`src/rtl/reg_xfer_unit.sv`:
```
// reg_xfer_unit: small register file driven by single-command transfers
// (LOAD, MOVE, CLEAR, SWAP) through a valid/ready handshake. Each command
// completes with a one-cycle done pulse, with err flagging rejected commands.
// A rejected command never changes any register.
// Optional feature macro: REG_XFER_SWAP_EN enables SWAP, which adds the temp
// register and the SWAP2 state. Without it, op 11 is rejected with err.
module reg_xfer_unit #(
  parameter int WIDTH = 8,
  parameter int NREGS = 4,
  localparam int IW = $clog2(NREGS)
) (
  input  logic             clk,
  input  logic             rst,
  input  logic             cmd_valid,
  output logic             cmd_ready,
  input  logic [1:0]       cmd_op,
  input  logic [IW-1:0]    cmd_src,
  input  logic [IW-1:0]    cmd_dst,
  input  logic [WIDTH-1:0] d_in,
  input  logic [IW-1:0]    rd_sel,
  output logic [WIDTH-1:0] rd_data,
  output logic             done,
  output logic             err
);

  localparam logic [1:0]  OP_LOAD  = 2'b00;
  localparam logic [1:0]  OP_MOVE  = 2'b01;
  localparam logic [1:0]  OP_CLEAR = 2'b10;
  localparam logic [1:0]  OP_SWAP  = 2'b11;
  localparam logic [31:0] NREGS_U  = 32'(NREGS);

`ifdef REG_XFER_SWAP_EN
  typedef enum logic [1:0] {
    ST_IDLE  = 2'd0,
    ST_EXEC  = 2'd1,
    ST_SWAP2 = 2'd2,
    ST_DONE  = 2'd3
  } state_t;
`else
  typedef enum logic [1:0] {
    ST_IDLE  = 2'd0,
    ST_EXEC  = 2'd1,
    ST_DONE  = 2'd3
  } state_t;
`endif

  state_t           state_r;
  logic [1:0]       op_r;
  logic [IW-1:0]    src_r;
  logic [IW-1:0]    dst_r;
  logic [WIDTH-1:0] din_r;
  logic [WIDTH-1:0] regs_r [NREGS];
  logic             cmd_ready_r;
  logic             done_r;
  logic             err_r;
`ifdef REG_XFER_SWAP_EN
  logic [WIDTH-1:0] temp_r;
`endif

  logic             dst_bad_s;
  logic             src_bad_s;
  logic             op_bad_s;
  logic             cmd_err_s;

  // Decode whether the captured command must be rejected (bad index or unsupported op).
  always_comb begin
    dst_bad_s = 1'b0;
    src_bad_s = 1'b0;
    op_bad_s  = 1'b0;
    if (32'(dst_r) >= NREGS_U) begin
      dst_bad_s = 1'b1;
    end else begin
      dst_bad_s = 1'b0;
    end
    // Only MOVE and SWAP actually read the source index.
    if (((op_r == OP_MOVE) || (op_r == OP_SWAP)) && (32'(src_r) >= NREGS_U)) begin
      src_bad_s = 1'b1;
    end else begin
      src_bad_s = 1'b0;
    end
`ifndef REG_XFER_SWAP_EN
    if (op_r == OP_SWAP) begin
      op_bad_s = 1'b1;
    end else begin
      op_bad_s = 1'b0;
    end
`endif
    cmd_err_s = dst_bad_s | src_bad_s | op_bad_s;
  end

  // Command FSM: capture on acceptance, sequence EXEC/SWAP2/DONE, drive registered handshake flags.
  always_ff @(posedge clk or negedge rst) begin
    if (!rst) begin
      state_r     <= ST_IDLE;
      cmd_ready_r <= 1'b1;
      done_r      <= 1'b0;
      err_r       <= 1'b0;
      op_r        <= 2'b00;
      src_r       <= {IW{1'b0}};
      dst_r       <= {IW{1'b0}};
      din_r       <= {WIDTH{1'b0}};
    end else begin
      case (state_r)
        ST_IDLE: begin
          if (cmd_valid) begin
            op_r        <= cmd_op;
            src_r       <= cmd_src;
            dst_r       <= cmd_dst;
            din_r       <= d_in;
            state_r     <= ST_EXEC;
            cmd_ready_r <= 1'b0;
          end else begin
            state_r     <= ST_IDLE;
            cmd_ready_r <= 1'b1;
          end
        end
        ST_EXEC: begin
`ifdef REG_XFER_SWAP_EN
          if (!cmd_err_s && (op_r == OP_SWAP)) begin
            state_r <= ST_SWAP2;
          end else begin
            state_r <= ST_DONE;
            done_r  <= 1'b1;
            err_r   <= cmd_err_s;
          end
`else
          state_r <= ST_DONE;
          done_r  <= 1'b1;
          err_r   <= cmd_err_s;
`endif
        end
`ifdef REG_XFER_SWAP_EN
        ST_SWAP2: begin
          state_r <= ST_DONE;
          done_r  <= 1'b1;
          err_r   <= 1'b0;
        end
`endif
        ST_DONE: begin
          state_r     <= ST_IDLE;
          done_r      <= 1'b0;
          err_r       <= 1'b0;
          cmd_ready_r <= 1'b1;
        end
        default: begin
          state_r     <= ST_IDLE;
          done_r      <= 1'b0;
          err_r       <= 1'b0;
          cmd_ready_r <= 1'b1;
        end
      endcase
    end
  end

  // Register file update: writes happen only when leaving EXEC (and SWAP2) for a valid command.
  always_ff @(posedge clk or negedge rst) begin
    if (!rst) begin
      for (int i = 0; i < NREGS; i++) begin
        regs_r[i] <= {WIDTH{1'b0}};
      end
`ifdef REG_XFER_SWAP_EN
      temp_r <= {WIDTH{1'b0}};
`endif
    end else begin
      case (state_r)
        ST_EXEC: begin
          if (!cmd_err_s) begin
            case (op_r)
              OP_LOAD:  regs_r[dst_r] <= din_r;
              OP_MOVE:  regs_r[dst_r] <= regs_r[src_r];
              OP_CLEAR: regs_r[dst_r] <= {WIDTH{1'b0}};
`ifdef REG_XFER_SWAP_EN
              // First half of the swap; src==dst rewrites the same value.
              OP_SWAP: begin
                temp_r        <= regs_r[src_r];
                regs_r[src_r] <= regs_r[dst_r];
              end
`endif
              default: begin
              end
            endcase
          end
        end
`ifdef REG_XFER_SWAP_EN
        ST_SWAP2: begin
          regs_r[dst_r] <= temp_r;
        end
`endif
        default: begin
        end
      endcase
    end
  end

  // Combinational read port; indices beyond the register count read as zero.
  always_comb begin
    rd_data = {WIDTH{1'b0}};
    if (32'(rd_sel) < NREGS_U) begin
      rd_data = regs_r[rd_sel];
    end else begin
      rd_data = {WIDTH{1'b0}};
    end
  end

  assign cmd_ready = cmd_ready_r;
  assign done      = done_r;
  assign err       = err_r;

endmodule

```
`config.mk`:
```
export PLATFORM = sky130hd
export DESIGN_NAME = reg_xfer_unit
export DESIGN_NICKNAME = d
export VERILOG_FILES = /design/src/rtl/reg_xfer_unit.sv
export SDC_FILE = /design/constraint.sdc
export NUM_CORES = 1
export LEC_CHECK = 0
export ABC_CLOCK_PERIOD_IN_PS = 1900
export BUFFER_PORTS_ARGS = -buffer_cell sky130_fd_sc_hd__buf_2
export CAP_MARGIN = 20
export CORE_ASPECT_RATIO = 0.75
export CORE_MARGIN = 2
export CORE_UTILIZATION = 40
export DETAILED_ROUTE_END_ITERATION = 12
export HOLD_SLACK_MARGIN = 0.05
export PLACE_DENSITY = 0.61
export SLEW_MARGIN = 20
export SYNTH_ARGS = -nofsm -noshare
export SYNTH_HDL_FRONTEND = slang
export SYNTH_SLANG_ARGS = --single-unit
```
`constraint.sdc`:
```
create_clock -name clk -period 1.9 [get_ports clk]
set_input_delay 0.095 -clock clk [delete_from_list [all_inputs] [get_ports clk]]
set_output_delay 0.095 -clock clk [all_outputs]
set_load 0.02 [all_outputs]
```
==> impl_metrics.yaml <==
worst_setup_path:
  setup.reg_to_reg.worst_slack_ns: 0.15
  r2r_start: "op_r[0]$_DFFE_PN0P_"
  worst_ep_arrival_time_ns: 1.94
  critPathKind: "reg2reg"
  r2r_cells: 5
  critPathRequiredTime_ns: 2.09
  critPathLaunchType: "flip-flop"
  path_max_fanout: 8
  cp-end-kind: "flip-flop"
timing:
  period_needed_ns: 1.75
  final-setup-viol-count: 0
  slew_headroom: 0.668
  hold_viol: 0
  max_freq_ghz: 0.572
  skew_ns: 0.00919
  slew_viol_final: 0
  setup_slack_ns: 0.153
  rsz0062_at_grt: "false"
  worst_slew_pin_slew_ns: 0.497
  period_share: 0.919
layout:
  nets: 251
  drive_gt1_frac: 0.384
  stdcell_area_mm2: 0.00298
  num_antenna_cells: 0
  areaGrowthSynthToFinish_pct: 23.5
  num-fill-cells: 516
  final_cells: 307
  utilization: 0.512
global_routing:
  first_global_vias: 1765
  grt_first_pass_wirelength_um: 9730
  overflow: 0
  antenna_found_initial: 0
  grt_max_degree: 23
  grt_usage: 0.196
placement:
  place_congestion: 0.788
  io_buffers: 29
  dpl_cell_area_mm2: 0.00271
  place_inst: 284
  dp_hpwl_um: 3850
  pre_cts_slack_ns: -0.0786
status:
  outcome: "finished, final reports clean"
cts:
  cts_inserted_buffers: 5
  numClockSinks: 51
  clock_path_buffers: 2
  tritoncts: "yes"
  htreeDepth: 2
  path_clk_slew_ns: 0.10
  root_buffer: "clkbuf_8"
  insertion_delay_ns: 0.31
synth:
  synthTopCellsByArea: "dfrtp_1 (52%), mux4_2 (15%), o2bb2ai_1 (8.7%)"
  synth_ff_type: "dfrtp_1"
  avgSynthCellArea_um2: 14.0
  ys_async_sr_fraction: 1.00
  yosysTopAreaCellShare: 0.518
  syn-num-nets: 196
  yosysSeqAreaShare: 0.529
  ys.warnings.count: 0
  synth.most_common_cell: "dfrtp_1"
  synth_edf_count: 0
  syn_area_mm2: 0.00241
  ys_seq_elements: 51
  syn_inst: 173
  synth_top_area_cell: "dfrtp_1"
  synth_commonest_cells: "dfrtp_1 (50), o2bb2ai_1 (24), mux4_2 (16)"
  yosysUniqueCellTypes: 27
worst_hold_path:
  worstHoldPathCells: 3
  hold_path_end: "state_r[0]$_DFF_PN0_"
  min-delay-start: "cmd_valid"
  hp-class: "in2reg"
power_and_ir_drop:
  ir_drop_mv: 1.08
  leakagePower_nw: 1.29
  power_density_mw_per_mm2: 1710
run:
  drv_cap: 0
die:
  die_h_um: 71.3
  core_mm2: 0.00583
  die-area_mm2: 0.00668
  dieWidth_um: 93.7
  ios: 30
  rows: 24
  initial_core_util: 0.415
routing:
  ant_nets: 0
  first_pass_iters: 4
  vias: 1696
  drcViolationCount: 0
  routedWlPerCell_um: 19.1
  dr.first_iter.drc_count: 94
  drt-vias-per-instance: 5.52
  wirelength_um: 5850
-- metal layers --
metal / global-route usage / routed length [µm] / vias to the layer above
met4: 0.0370 / 3 / 0
met5: 0 / 0 / -
met2: 0.295 / 2570 / 59
met1: 0.295 / 2910 / 846
met3: 0.0463 / 366 / 2
li1: - / - / 789
-- per-stage QoR --
step	total power, mW	setup TNS (ns)	hold WS, ns
finish	5.11	0	0.0655
global route	5.46	0	0.0984
detailed placement	4.27	-1.20	0.0966
global placement	4.24	0	0.102
CTS	5.11	0	0.0565
floorplan	3.47	0	-0.201
-- worst max-delay path, stage by stage, from the launching register on --
cell and delay [ns]:
dfrtp_1 0.41, inv_1 0.07, ha_1 0.36, o32a_2 0.50, o21ai_0 0.22, o21ai_2 0.07
-- layout make-up --
cell class	count	area [µm²]	share of cell area
inverter	2	7.51	0.00252
clock buffer	6	82.6	0.0277
sequential	51	1280	0.429
multi-input combinational	109	1070	0.360
clock inverter	2	35.0	0.0117
tap	78	97.6	0.0327
timing repair buffer	59	408	0.137
-- cell families (layout without fill, tap and decap cells) --
logic type,count (synthesis),count (layout),synth area share
AOI/OAI and AO/OA,54,54,0.163
DFF,51,51,0.529
and+or+nand+nor,22,22,0.0482
muxes,29,29,0.209
buffers and inverters,13,69,0.0301
adders and majority gates,4,4,0.0207
-- report_power, final --
| part | switching (mW) | internal, mW |
|---|---|---|
| registers | 0.408 | 1.55 |
| logic | 1.21 | 1.15 |
| clock network | 0.367 | 0.427 |
| total | 1.98 | 3.13 |
-- worst max path at each step --
stage / from / endpoint / slack [ns] / cells past startpoint
after global routing: op_r[0]$_DFFE_PN0P_ / flip-flop / 0.003 / 5
after CTS: src_r[0]$_DFFE_PN0P_ / flip-flop / 0.03 / 3
after detailed placement: op_r[0]$_DFFE_PN0P_ / flip-flop / -0.08 / 5
after global placement: src_r[0]$_DFFE_PN0P_ / flip-flop / 0.02 / 3
final: op_r[0]$_DFFE_PN0P_ / flip-flop / 0.15 / 5
after floorplan: op_r[0]$_DFFE_PN0P_ / flip-flop / 0.17 / 6
-- repair_timing --
| action | in CTS | in global routing |
|---|---|---|
| resized for setup | 1 | 3 |
| endpoints found under the hold margin | 33 | 0 |
| setup endpoints to repair | 32 | 26 |
| buffers inserted | 0 | 0 |
| hold buffers | 15 | 0 |
-- placed cells by master, fill, tap and decap left out, drive strengths merged, types with 2 or more instances in the layout --
master and n:
dfrtp 50, buf 44, o2bb2ai 24, o21ai 21
mux4 16, dlygate4sd3 15, mux2 12, a22oi 8
nand2 7, clkbuf 6, nor2 5, ha 4
nor2b 4, inv 2, nor3b 2
Power figures use the tool's default switching activity.
